[src/rtl/bus_rr_sched.sv]
// Round-robin scheduler sharing one broadcast-data bus between device FIFOs.
// Pops one packet from the granted device and delivers it to the destination(s) encoded in its top byte.
//
// state  | meaning
// IDLE   | pick next pending device after last_grant
// POP    | dequeue head of granted device, latch packet
// DECODE | resolve targets; drop invalid destinations
// WAIT   | hold until no target is full, or time out
// PUSH   | write packet to all targets in one cycle
module bus_rr_sched #(
   parameter int         drvrs     = 4,
   parameter int         pckg_sz   = 16,
   parameter logic [7:0] broadcast = 8'hFF,
   parameter int         timeout   = 32
) (
   input  logic                       clk,
   input  logic                       reset,
   input  logic [drvrs-1:0]           pndng,
   input  logic [drvrs*pckg_sz-1:0]   D_pop,
   input  logic [drvrs-1:0]           full,
   output logic [drvrs-1:0]           pop,
   output logic [drvrs-1:0]           push,
   output logic [pckg_sz-1:0]         D_push,
   output logic [3:0]                 grant_id,
   output logic                       busy,
   output logic [15:0]                drop_cnt
);

   localparam int               WCW = $clog2(timeout + 1);
   localparam logic [drvrs-1:0] ONE = drvrs'(1);

   typedef enum logic [2:0] {IDLE, POP, DECODE, WAIT, PUSH} state_t;

   state_t               state, state_nxt;
   logic [3:0]           grant_q, grant_nxt;
   logic [3:0]           last_q, last_nxt;
   logic [pckg_sz-1:0]   pkt_q, pkt_nxt;
   logic [drvrs-1:0]     tgt_q, tgt_nxt;
   logic [WCW-1:0]       wait_q, wait_nxt;
   logic [15:0]          drop_q, drop_nxt;
   logic [pckg_sz-1:0]   dpush_q, dpush_nxt;

   logic [7:0]           dest;
   logic [drvrs-1:0]     gnt_1h;
   logic [drvrs-1:0]     dec_tgt;
   logic [pckg_sz-1:0]   pkt_sel;
   logic [15:0]          drop_inc;
   logic                 found;
   int                   k;

   assign dest     = pkt_q[pckg_sz-1 -: 8];
   assign gnt_1h   = ONE << grant_q;
   assign drop_inc = (drop_q == 16'hFFFF) ? drop_q : drop_q + 16'd1;

   always_comb begin
      pkt_sel = '0;
      for (int i = 0; i < drvrs; i++)
         if (grant_q == 4'(i)) pkt_sel = D_pop[i*pckg_sz +: pckg_sz];
   end

   // Zero targets means the destination is unusable and the packet is dropped.
   always_comb begin
      dec_tgt = '0;
      if (dest == broadcast)
         dec_tgt = ~gnt_1h;
      else if (int'(dest) < drvrs && dest[3:0] != grant_q)
         dec_tgt = ONE << dest;
   end

   always_comb begin
      state_nxt = state;
      grant_nxt = grant_q;
      last_nxt  = last_q;
      pkt_nxt   = pkt_q;
      tgt_nxt   = tgt_q;
      wait_nxt  = wait_q;
      drop_nxt  = drop_q;
      dpush_nxt = dpush_q;
      pop       = '0;
      push      = '0;
      found     = 1'b0;
      k         = 0;
      case (state)
         IDLE: begin
            for (int i = 1; i <= drvrs; i++) begin
               k = int'(last_q) + i;
               if (k >= drvrs) k = k - drvrs;
               for (int j = 0; j < drvrs; j++)
                  if (!found && j == k && pndng[j]) begin
                     found     = 1'b1;
                     grant_nxt = 4'(j);
                  end
            end
            if (found) state_nxt = POP;
         end
         POP: begin
            pop       = gnt_1h;
            pkt_nxt   = pkt_sel;
            state_nxt = DECODE;
         end
         DECODE: begin
            if (dec_tgt == '0) begin
               drop_nxt  = drop_inc;
               last_nxt  = grant_q;
               state_nxt = IDLE;
            end else begin
               tgt_nxt  = dec_tgt;
               wait_nxt = '0;
               // Unblocked targets skip WAIT to keep the 4-cycle packet slot.
               if ((dec_tgt & full) == '0) begin
                  dpush_nxt = pkt_q;
                  state_nxt = PUSH;
               end else begin
                  state_nxt = WAIT;
               end
            end
         end
         WAIT: begin
            if ((tgt_q & full) == '0) begin
               dpush_nxt = pkt_q;
               state_nxt = PUSH;
            end else if (wait_q == WCW'(timeout - 1)) begin
               drop_nxt  = drop_inc;
               last_nxt  = grant_q;
               state_nxt = IDLE;
            end else begin
               wait_nxt = wait_q + 1'b1;
            end
         end
         PUSH: begin
            push      = tgt_q;
            last_nxt  = grant_q;
            state_nxt = IDLE;
         end
         default: state_nxt = IDLE;
      endcase
   end

   always_ff @(posedge clk) begin
      if (reset) begin
         state   <= IDLE;
         grant_q <= '0;
         last_q  <= 4'(drvrs - 1);
         pkt_q   <= '0;
         tgt_q   <= '0;
         wait_q  <= '0;
         drop_q  <= '0;
         dpush_q <= '0;
      end else begin
         state   <= state_nxt;
         grant_q <= grant_nxt;
         last_q  <= last_nxt;
         pkt_q   <= pkt_nxt;
         tgt_q   <= tgt_nxt;
         wait_q  <= wait_nxt;
         drop_q  <= drop_nxt;
         dpush_q <= dpush_nxt;
      end
   end

   assign grant_id = grant_q;
   assign busy     = (state != IDLE);
   assign drop_cnt = drop_q;
   assign D_push   = dpush_q;

endmodule
[config.mk]
export PLATFORM = sky130hd
export DESIGN_NAME = bus_rr_sched
export DESIGN_NICKNAME = d
export VERILOG_FILES = /design/src/rtl/bus_rr_sched.sv
export SDC_FILE = /design/constraint.sdc
export NUM_CORES = 1
export LEC_CHECK = 0
export CORE_ASPECT_RATIO = 1.1
export CORE_MARGIN = 5
export CORE_UTILIZATION = 35
export CTS_CLUSTER_SIZE = 12
export DETAILED_ROUTE_END_ITERATION = 10
export SLEW_MARGIN = 20
export SYNTH_ARGS = -nofsm -noshare
export SYNTH_HDL_FRONTEND = slang
export SYNTH_SLANG_ARGS = --single-unit
[constraint.sdc]
create_clock -name clk -period 2.55 [get_ports clk]
set_clock_uncertainty 0.2 [all_clocks]
set_input_delay 0.51 -clock clk [delete_from_list [all_inputs] [get_ports clk]]
set_output_delay 0.51 -clock clk [all_outputs]
set_load 0.01 [all_outputs]
# Word-level counts from Yosys, hierarchy flattened

Index checks and enable logic that the tools add are counted.

Bits in registers: 69
Input bits: 74
Output and inout bits: 45
Logic and storage cells: 215

Add/sub/neg operators: 10
Order comparisons: 5
Eq/ne operators: 32
Shift-type cells: 2
Muxes and demuxes: 87
Bitwise operators: 4
Reduce and logical (&&, ||, !) cells: 67

Operators with widths:

| operator                | number |
|---|---|
| $eq A3 B32 Y1 const A   | 8 |
| $mux W32                | 8 |
| $mux W16                | 11 |
| $eq A2 B32 Y1 const A   | 4 |
| $logic_not A32 Y1       | 4 |
| $mux W4                 | 23 |
| $pmux W16 S2            | 2 |
| $logic_and A1 B1 Y1     | 32 |
| $mux W1                 | 32 |
| $sub A5 B3 Y6 const B   | 4 |
| $ge A5 B3 Y1 const B    | 4 |
| $mux W6                 | 3 |
| $add A16 B1 Y16 const B | 1 |
| $eq A16 B16 Y1 const B  | 1 |
| $logic_not A4 Y1        | 4 |
| $ne A2 B2 Y1 const B    | 8 |
| $reduce_and A4 Y1       | 4 |
| $reduce_bool A16 Y1     | 1 |
| $logic_not A1 Y1        | 15 |
| $mux W3                 | 5 |
| $pmux W3 S4             | 1 |
| $pmux W4 S3             | 1 |
| $pmux W6 S2             | 1 |
| $add A4 B2 Y5 const B   | 2 |
| 22 further kinds        | 28 |

# Depth between registers and ports, before layout

Gate-level depths: netlist of run 1.

Depth after elaboration: 85
Depth in mapped cells: 10
Mapped depth without buffers: 7

# Worst setup path before layout of run 1

OpenSTA, ideal clock, no wires.

Path kind: register -> register
Start point: register wait_q[0]
End point: register drop_q[13], in the netlist drop_cnt[13]
Library setup time: 0.123 ns
Data arrival time: 1.882 ns
Data required time: 2.227 ns
Setup slack: 0.345 ns
Cell stages (with the launch flop): 9
Path buffers: 1
Clock period less this slack: 2.205 ns
Cell sequence: dfxtp_1 > ha_1 > nand4_1 > or2_1 > a21oi_2 > o311ai_2 > buf_2 > nor4_1 > mux2_1

Cells in the longest elaborated chain, start to end: 3

Ends and longest elaborated chain:

| item                        | RTL line | source |
|---|---|---|
| from (decl)                 | 39       | `logic [WCW-1:0] wait_q, wait_nxt;` |
| from (signal assigned)      | 155      | `wait_q <= wait_nxt;` |
| $eq A6 B5 Y1                | 122      | `end else if (wait_q == WCW'(timeout - 1)) begin` |
| $ne A2 B2 Y1 (no line)      | -        |  |
| $reduce_and A4 Y1 (no line) | -        |  |
| to (signal assigned)        | 156      | `drop_q <= drop_nxt;` |
| to (decl)                   | 40       | `logic [15:0] drop_q, drop_nxt;` |

Every way passes these cells.
A chain may end at the register's enable or synchronous reset.

# Final worst setup path of run 1

Start point: register grant_q[0], in the netlist grant_id[0]
End point: output port pop[3]

Cells in the longest elaborated chain, start to end: 2

Ends and longest elaborated chain:

| item                   | RTL line | source |
|---|---|---|
| from (decl)            | 35       | `logic [3:0] grant_q, grant_nxt;` |
| from (signal assigned) | 151      | `grant_q <= grant_nxt;` |
| $shl A1 B4 Y4          | 52       | `assign gnt_1h = ONE << grant_q;` |
| $mux W4                | 83       | `case (state)` |
| to (decl)              | 21       | `output logic [drvrs-1:0] pop,` |

Every way passes these cells.

==> results of run 1 <==
## cell usage in the layout (no fill, tap or decap), drive strengths merged, types with 11 or more instances in the layout
master,Yosys,final
buf,19,22
clkdlybuf4s50,0,114
nand2b,37,37
nand4,11,11
clkbuf,13,11
nand2,45,45
nor2b,12,12
mux2i,16,16
mux4,16,16
dfxtp,65,65
a21oi,37,37
nor2,34,34
## critical path, stage by stage (launching register included)
cell             delay, ns
dfxtp_1               0.59
nand2_1               0.17
nor2_1                0.13
clkdlybuf4s50_1       0.55
## logic make-up (layout without fill, tap and decap cells)
group / after synthesis / count (layout) / share of synthesized area [%]
adders and majority gates: 2 / 2 / 0.671
and+or+nand+nor: 194 / 194 / 28.3
xor gates and xnor gates: 6 / 6 / 1.41
other: 1 / 2 / 0.101
DFF: 65 / 65 / 34.9
buffers and inverters: 41 / 162 / 5.94
AOI/OAI and AO/OA: 67 / 67 / 12.2
muxes: 40 / 40 / 16.4
## timing repair
| action | in CTS | in global routing |
|---|---|---|
| cloned | 0 | 0 |
| gates resized for setup | 2 | 6 |
| setup endpoints to repair | 7 | 18 |
## per-layer routing
metal | vias to the layer above | share of wire (%)
met5 | - | 0
met4 | 0 | 1.9
met3 | 15 | 4.4
met2 | 87 | 48
met1 | 1667 | 45
li1 | 1721 | -
## stage by stage
step | power [uW] | util [%] | instance area (um2) | hold slack [ns]
3_3_place_gp | 1890 | 48.6 | 5050 | 0.247
4_1_cts | 3140 | 51.5 | 5350 | 0.256
5_1_grt | 3250 | 51.7 | 5370 | 0.270
6_report | 3110 | 51.7 | 5370 | 0.257
2_1_floorplan | 1620 | - | 3730 | 0.237
3_5_place_dp | 1900 | 48.6 | 5050 | 0.249
## registers in the layout (all words and copies together), names as in the netlist
signal and cells:
grant_id 2, drop_cnt 16, wait_q 6, D_push 16, tgt_q 4, state 3
last_q 2, pkt_q 16
## final timing paths
| check | end | cells after the start |
|---|---|---|
| worst max-delay path | pop[3] | 3 |
| worst min-delay path | pkt_q[7] | 2 |
| worst max register to register | drop_cnt[13] | 6 |
| worst min register to register | pkt_q[7] | 2 |
## cell type report
class | instances | area [um2]
clock buffer | 11 | 243
clock inverter | 5 | 55.1
fill | 980 | 5020
inverter | 9 | 33.8
multi-input combinational | 311 | 2220
sequential | 65 | 1310
tap | 143 | 179
timing repair buffer | 137 | 1330
## power by group
part | leakage, uW | switching [uW] | internal, uW
registers | 0.000528 | 84.7 | 1080
clock network | 0.000142 | 454 | 780
logic | 0.00117 | 327 | 391
total | 0.00184 | 866 | 2250
## synth_stat cells (3+ instances only)
cell type	count
buf_4	3
mux2i_1	16
mux4_2	16
inv_1	9
nand2b_1	37
buf_6	4
and2_1	4
nand4_1	10
or4_1	7
o211ai_1	3
nor3_1	7
mux2_1	3
nor2_1	34
o31ai_1	6
o21ai_0	5
buf_2	7
a21oi_2	4
nor2b_1	12
dfxtp_1	65
nand3_1	9
buf_1	4
a21oi_1	33
mux2_2	5
nor4_1	9
a211o_1	3
nand2_1	45
xor2_1	6
clkbuf_1	12
==> metrics.cfg, run 1 <==
[placed_design]
hpwl_um = 8250
place_inst = 665
dp_slack_ns = -0.219
gp_congestion = 0.826
port_buffers = 116

[yosys]
synthCells = 416
syn-cell-area_um2 = 3730
postSynthAreaPerCell_um2 = 8.96
synth_area_leaders = dfxtp_1 35%, mux4_2 9.7%, nand2b_1 6.2%
ys_ff_latch = 65
synth_flop_cell = dfxtp_1
yosysTopAreaCell = dfxtp_1
ys_types = 56
async_flop_share_pct = 0
synth_edf_count = 0
yosysWarnings = 0
yosysSeqAreaShare_pct = 34.9
synth.top_cell.area_share_pct = 34.9

[clock_tree]
cts_tree = yes
cts-buffers-inserted = 9
hold_buffers = 0
clkLatencyLatePin_ns = 0.33
clockBufferDepth = 2
cts-root-buf = clkbuf_16
htreeDepth = 3
clkTransAtPathRegs_ns = 0.06
cts.sinks = 65
post_cts_buffers = 0

[global_route]
grt_pass1_wl_um = 17500
met3_usage_pct = 2.62
grt_pass1_vias = 3602
top_usage_layer = met2
grtUsageMet1_pct = 22.4
grt_start_max_net_pins = 32
antenna_found_initial = 0
grtUsageMet2_pct = 27.6
grt_overflow = 0
groute.usage.overall_pct = 16.8

[worst_hold_path]
holdCritStartpoint = pkt_q[7]
hold_path_class = reg2reg

[route]
wirelength_um = 10500
dr.first_iter.drc_count = 167
drtAntennaViolNets = 0
drc = 0
vias = 3490
vias_per_cell = 5.12
wl_per_cell_um = 15.4
dr.pass1.iters = 4

[timing]
fin_crit_sh_pct = 96.8
period_needed_ns = 2.47
slew_headroom_pct = 57.1
finalSetupViolations = 0
drv_slew = 0
setup_tns_ns = 0
worst_pin_slew_ns = 0.643
hold_violations = 0
finalWorstSetupSlack_ns = 0.0819
rsz0062_at_grt = no
fmax_ghz = 0.405

[critical_path]
worstPathMaxFanout = 11
crit_arrival_ns = 1.76
startpoint_type = flop
worstSetupPathType = reg2out
r2r_slack_ns = 0.19
critPathLaunch = grant_id[0]
worstPathRequired_ns = 1.84
worst_setup_path_end_kind = output port
rr_startpoint = grant_id[0]

[power_and_ir_drop]
ir_drop_uv = 322
power_density_nw_per_um2 = 580
power.leakage_uw = 0.00184

[die]
die_width_um = 108
dieHeight_um = 118
core_um2 = 10400
ios = 119
die_area_um2 = 12800
start_util_pct = 35.8
std_cell_rows = 39

[layout]
n_antenna_cell = 0
syn_to_final_growth_pct = 44.1
drive_gt1_share_pct = 14.7
nets = 609
final_cells = 681

[outcome]
status = finished, final reports clean

[flow_run]
max_cap_violations = 0

No activity file was read; power rests on OpenSTA's default activity.
==> inputs of run 2 (changes only) <==
Settings changed: CORE_UTILIZATION 35 to 45, PLACE_DENSITY from default to 0.78.
==> metrics.cfg, run 2 (synthesized netlist as in run 1, its figures left out) <==
[critical_path]
critPathSlowestCell = clkdlybuf4s50_1  ; was dfxtp_1
worstPathRequired_ns = 1.84  ; about the same
r2r_slack_ns = 0.19  ; about the same
reg2reg_to = drop_cnt[14]  ; was drop_cnt[13]
worstPathMaxFanout = 11  ; unchanged
reg2reg_depth = 7  ; was 6
rr_startpoint = pkt_q[8]  ; was grant_id[0]
cp_slowest_stage_delay_ns = 0.54  ; was 0.59 ns
worstSetupPathType = reg2out  ; unchanged
path_cells = nor3b_4, buf_4, and2_1, clkdlybuf4s50_1  ; was nand2_1, nor2_1, clkdlybuf4s50_1
startpoint_type = flop  ; unchanged
crit_arrival_ns = 1.75  ; was 1.76 ns
worst_setup_path_end_kind = output port  ; unchanged

[die]
die_area_um2 = 10200  ; was 12800 um2
die_width_um = 96.8  ; was 108 um
start_util_pct = 46.6  ; was 35.8%
core_um2 = 8000  ; was 10400 um2
ios = 119  ; unchanged
dieHeight_um = 105  ; was 118 um
std_cell_rows = 34  ; was 39

[clock_tree]
cts_tree = yes  ; unchanged
htreeDepth = 3  ; unchanged
post_cts_buffers = 0  ; unchanged
clkLatencyLatePin_ns = 0.33  ; about the same
clockBufferDepth = 2  ; unchanged
cts-buffers-inserted = 9  ; unchanged
cts-root-buf = clkbuf_8  ; was clkbuf_16
clkTransAtPathRegs_ns = 0.07  ; was 0.06 ns
hold_buffers = 0  ; unchanged
cts.sinks = 65  ; unchanged

[route]
dr.pass1.iters = 4  ; unchanged
dr.first_iter.drc_count = 130  ; was 167
wirelength_um = 9890  ; was 10500 um
vias_per_cell = 5.34  ; was 5.12
wl_per_cell_um = 15.4  ; about the same
drtAntennaViolNets = 0  ; unchanged
vias = 3426  ; was 3490
drc = 0  ; unchanged

[layout]
nets = 605  ; was 609
final_cells = 642  ; was 681
design_area_um2 = 5240  ; was 5370 um2
most-common-layout-cells = 113 x clkdlybuf4s50_1, 60 x dfxtp_1, 45 x nand2_1  ; was 114 x clkdlybuf4s50_1, 62 x dfxtp_1, 45 x nand2_1
n_antenna_cell = 0  ; unchanged
drive_gt1_share_pct = 14.4  ; was 14.7%
final_common_cell = clkdlybuf4s50_1  ; unchanged
syn_to_final_growth_pct = 40.5  ; was 44.1%

[global_route]
grt_overflow = 0  ; unchanged
antenna_found_initial = 0  ; unchanged
grt_pass1_vias = 3464  ; was 3602
grt_pass1_wl_um = 16600  ; was 17500 um
groute.usage.overall_pct = 19.3  ; was 16.8%
grt_start_max_net_pins = 29  ; was 32

[timing]
slew_headroom_pct = 56.8  ; was 57.1%
worst_pin_slew_ns = 0.646  ; was 0.643 ns
rsz0062_at_grt = no  ; unchanged
period_needed_ns = 2.46  ; was 2.47 ns
setup_tns_ns = 0  ; unchanged
fmax_ghz = 0.407  ; was 0.405 GHz
hold_violations = 0  ; unchanged
hold_ws_ns = 0.262  ; was 0.257 ns
drv_slew = 0  ; unchanged
fin_crit_sh_pct = 96.4  ; was 96.8%
finalWorstSetupSlack_ns = 0.0919  ; was 0.0819 ns
finalSetupViolations = 0  ; unchanged

[placed_design]
dp_slack_ns = -0.147  ; was -0.219 ns
place_inst = 626  ; was 665
gp_congestion = 0.860  ; was 0.826
dpl_cell_area_um2 = 4990  ; was 5050 um2
port_buffers = 116  ; unchanged
hpwl_um = 7680  ; was 8250 um

[power_and_ir_drop]
ir_drop_uv = 285  ; was 322 uV
power.leakage_uw = 0.00180  ; was 0.00184 uW
power_density_nw_per_um2 = 529  ; was 580 nW/um2

[worst_hold_path]
holdCritStartpoint = pkt_q[2]  ; was pkt_q[7]
whs_endpoint = pkt_q[2]  ; was pkt_q[7]
hold_path_class = reg2reg  ; unchanged
whs_path_depth = 2  ; unchanged

[outcome]
status = finished, final reports clean  ; unchanged

[flow_run]
max_cap_violations = 0  ; unchanged

-- run 2: timing repair --
action | 4_1_cts | 5_1_grt
hold endpoints to repair | 0 | 0
pin swaps | 0 | 1
cloned | 0 | 0
setup endpoints to repair | 7 | 12
resized for setup | 4 | 11
-- run 2: cell type report --
class                   count  area [um2]
well taps                 108         135
clock inverters             6        67.6
fillers                   693        2760
repair buffers            133        1320
multi-input cells         311        2230
clock buffers              10         138
flip-flops and latches     65        1310
inverters                   9        33.8
-- run 2: stage by stage --
stage	power [uW]	util [%]
after floorplan	1620	-
after detailed placement	1890	62.3
after global routing	2920	65.5
final	2770	65.5
after global placement	1870	62.3
after CTS	2780	65.1
-- run 2: worst max-delay path, delay by kind of cell, from the launching register on --
family        cells  cell delay (ns)
flops             1             0.40
buf+inv           2             0.69
simple gates      2             0.33
-- run 2: how the worst max path moves through the flow --
stage                 from      endpoint  slack [ns]
6_report          state[0]       push[0]        0.09
5_1_grt           state[0]       push[0]       0.002
4_1_cts        grant_id[0]   grant_id[0]       0.008
3_5_place_dp       full[2]  drop_cnt[10]       -0.15
3_3_place_gp       full[2]  drop_cnt[10]       -0.14
2_1_floorplan    wait_q[0]  drop_cnt[13]        0.34
-- run 2: routing by layer --
layer	track usage, %	part of all wire, %	wire length (um)	vias up
met3	3.96	4.0	399	16
met5	0	0	0	-
met2	31.8	50	4910	92
li1	-	-	-	1702
met1	25.1	44	4360	1616
met4	7.32	2.2	216	0
-- run 2: where the power goes --
part | switching (uW) | internal [uW]
clock | 415 | 479
combinational | 329 | 395
sequential | 76.0 | 1070
total | 821 | 1950
==> inputs of run 3 (changes only) <==
Settings changed: PLACE_DENSITY 0.78 to 0.77.
==> metrics.cfg, run 3 (synthesized netlist as in run 1, its figures left out) <==
[outcome]
status = finished, final reports clean  ; unchanged

[timing]
hold_ws_ns = 0.257  ; was 0.262 ns
worst_pin_slew_ns = 0.647  ; was 0.646 ns
hold_violations = 0  ; unchanged
finalSetupViolations = 0  ; unchanged
rsz0062_at_grt = no  ; unchanged
period_needed_ns = 2.45  ; was 2.46 ns
drv_slew = 0  ; unchanged
slew_headroom_pct = 56.8  ; about the same
setup_tns_ns = 0  ; unchanged
fin_crit_sh_pct = 96.2  ; was 96.4%
fmax_ghz = 0.408  ; was 0.407 GHz

[critical_path]
worst_setup_path_end_kind = flop  ; was output port
startpoint_type = input pin  ; was flop
crit_arrival_ns = 2.48  ; was 1.75 ns
worstSetupPathType = in2reg  ; was reg2out
worstPathMaxFanout = 10  ; was 11
worstPathRequired_ns = 2.58  ; was 1.84 ns
r2r_slack_ns = 0.13  ; was 0.19 ns

[worst_hold_path]
hold_path_class = reg2reg  ; unchanged

[route]
dr.first_iter.drc_count = 221  ; was 130
wirelength_um = 10200  ; was 9890 um
drtAntennaViolNets = 0  ; unchanged
dr.pass1.iters = 4  ; unchanged
wl_per_cell_um = 15.9  ; was 15.4 um
vias = 3465  ; was 3426
vias_per_cell = 5.41  ; was 5.34
drc = 0  ; unchanged

[layout]
n_antenna_cell = 0  ; unchanged
design_area_um2 = 5220  ; was 5240 um2
nets = 604  ; was 605
drive_gt1_share_pct = 13.9  ; was 14.4%
nFillCells = 682  ; was 693
final_cells = 641  ; was 642
regArea_um2 = 1310  ; about the same
final_util_pct = 65.3  ; was 65.5%
final_common_cell = clkdlybuf4s50_1  ; unchanged
syn_to_final_growth_pct = 40.1  ; was 40.5%
multi_input_area_um2 = 2210  ; was 2230 um2
most-common-layout-cells = 114 x clkdlybuf4s50_1, 61 x dfxtp_1, 45 x nand2_1  ; was 113 x clkdlybuf4s50_1, 60 x dfxtp_1, 45 x nand2_1

[clock_tree]
hold_buffers = 0  ; unchanged
clkTransAtPathRegs_ns = 0.07  ; about the same
clkLatencyLatePin_ns = 0.34  ; was 0.33 ns
cts-buffers-inserted = 9  ; unchanged
cts.sinks = 65  ; unchanged
clockBufferDepth = 2  ; unchanged
cts-root-buf = clkbuf_8  ; unchanged
cts_tree = yes  ; unchanged
htreeDepth = 3  ; unchanged

[die]
dieHeight_um = 105  ; unchanged
die_area_um2 = 10200  ; unchanged
std_cell_rows = 34  ; unchanged
core_um2 = 8000  ; unchanged
ios = 119  ; unchanged
start_util_pct = 46.6  ; unchanged
die_width_um = 96.8  ; unchanged

[global_route]
antenna_found_initial = 0  ; unchanged
groute.usage.overall_pct = 20.0  ; was 19.3%
grt_start_max_net_pins = 51  ; was 29
grt_overflow = 0  ; unchanged
grt_pass1_wl_um = 16900  ; was 16600 um
grt_pass1_vias = 3480  ; was 3464

[placed_design]
dpl_cell_area_um2 = 4980  ; was 4990 um2
place_inst = 625  ; was 626
port_buffers = 116  ; unchanged
hpwl_um = 7710  ; was 7680 um
gp_congestion = 0.892  ; was 0.860

[power_and_ir_drop]
power_frac_comb_pct = 25.6  ; was 26.1%
ir_drop_uv = 308  ; was 285 uV
switching_power_uw = 797  ; was 821 uW
power.leakage_uw = 0.00179  ; was 0.00180 uW
p_sw_share_pct = 28.6  ; was 29.6%
power_frac_seq_pct = 41.4  ; was 41.5%
power_density_nw_per_um2 = 535  ; was 529 nW/um2
clkPwrFrac_pct = 33.0  ; was 32.3%
power.internal_uw = 1990  ; was 1950 uW

[flow_run]
max_cap_violations = 0  ; unchanged

run 3: changes by cell type in the layout (fill, tap and decap cells not counted), sizes merged:
cell / previous run / this run
clkbuf: 10 / 12
clkinv: 3 / 1
buf: 18 / 17
clkdlybuf4s50: 113 / 114
dlymetal6s2s: 2 / 1
run 3: area by class of cell:
type / count / area share (%)
Clock buffer: 12 / 3.16
Clock inverter: 4 / 0.959
Inverter: 9 / 0.647
Multi-Input combinational cell: 311 / 42.4
Sequential cell: 65 / 25.1
Tap cell: 108 / 2.59
Timing Repair Buffer: 132 / 25.1
run 3: final timing paths:
kind / to / start / cells past startpoint
max: drop_cnt[10] / full[1] / 8
max reg2reg: drop_cnt[10] / wait_q[0] / 8
min: pkt_q[2] / pkt_q[2] / 2
min reg2reg: pkt_q[2] / pkt_q[2] / 2
run 3: layer usage:
| metal | global-route usage [%] | vias to the layer above | share of wire, % |
|---|---|---|---|
| met2 | 34.5 | 97 | 51 |
| met4 | 6.92 | 0 | 1.7 |
| li1 | - | 1704 | - |
| met5 | 0 | - | 0 |
| met1 | 24.9 | 1649 | 43 |
| met3 | 3.90 | 15 | 4.7 |
run 3: critical path, stage by stage:
cell,delay [ns]
clkdlybuf4s50_1,0.52
a22o_1,0.17
nor3_1,0.05
a21oi_1,0.22
o311ai_2,0.16
buf_4,0.20
nor4_1,0.30
mux2_1,0.36
run 3: power by group through the flow:
| stage | logic (uW) | clock network, uW | registers (uW) |
|---|---|---|---|
| global route | 778 | 983 | 1160 |
| floorplan | 476 | 0 | 1140 |
| global placement | 695 | 0 | 1170 |
| CTS | 716 | 942 | 1150 |
| detailed placement | 707 | 0 | 1170 |
| finish | 713 | 921 | 1160 |
run 3: timing repair:
item / in CTS / in global routing
endpoints found under the setup margin: 8 / 18
gates resized for setup: 3 / 7
buffers inserted: 0 / 0
endpoints found under the hold margin: 0 / 0
run 3: stage by stage:
stage	worst slack, ns	total power [uW]
final	0.0961	2790
after global routing	0.000788	2920
after CTS	0.0269	2810
after detailed placement	-0.232	1880
after global placement	-0.156	1870
after floorplan	0.345	1620
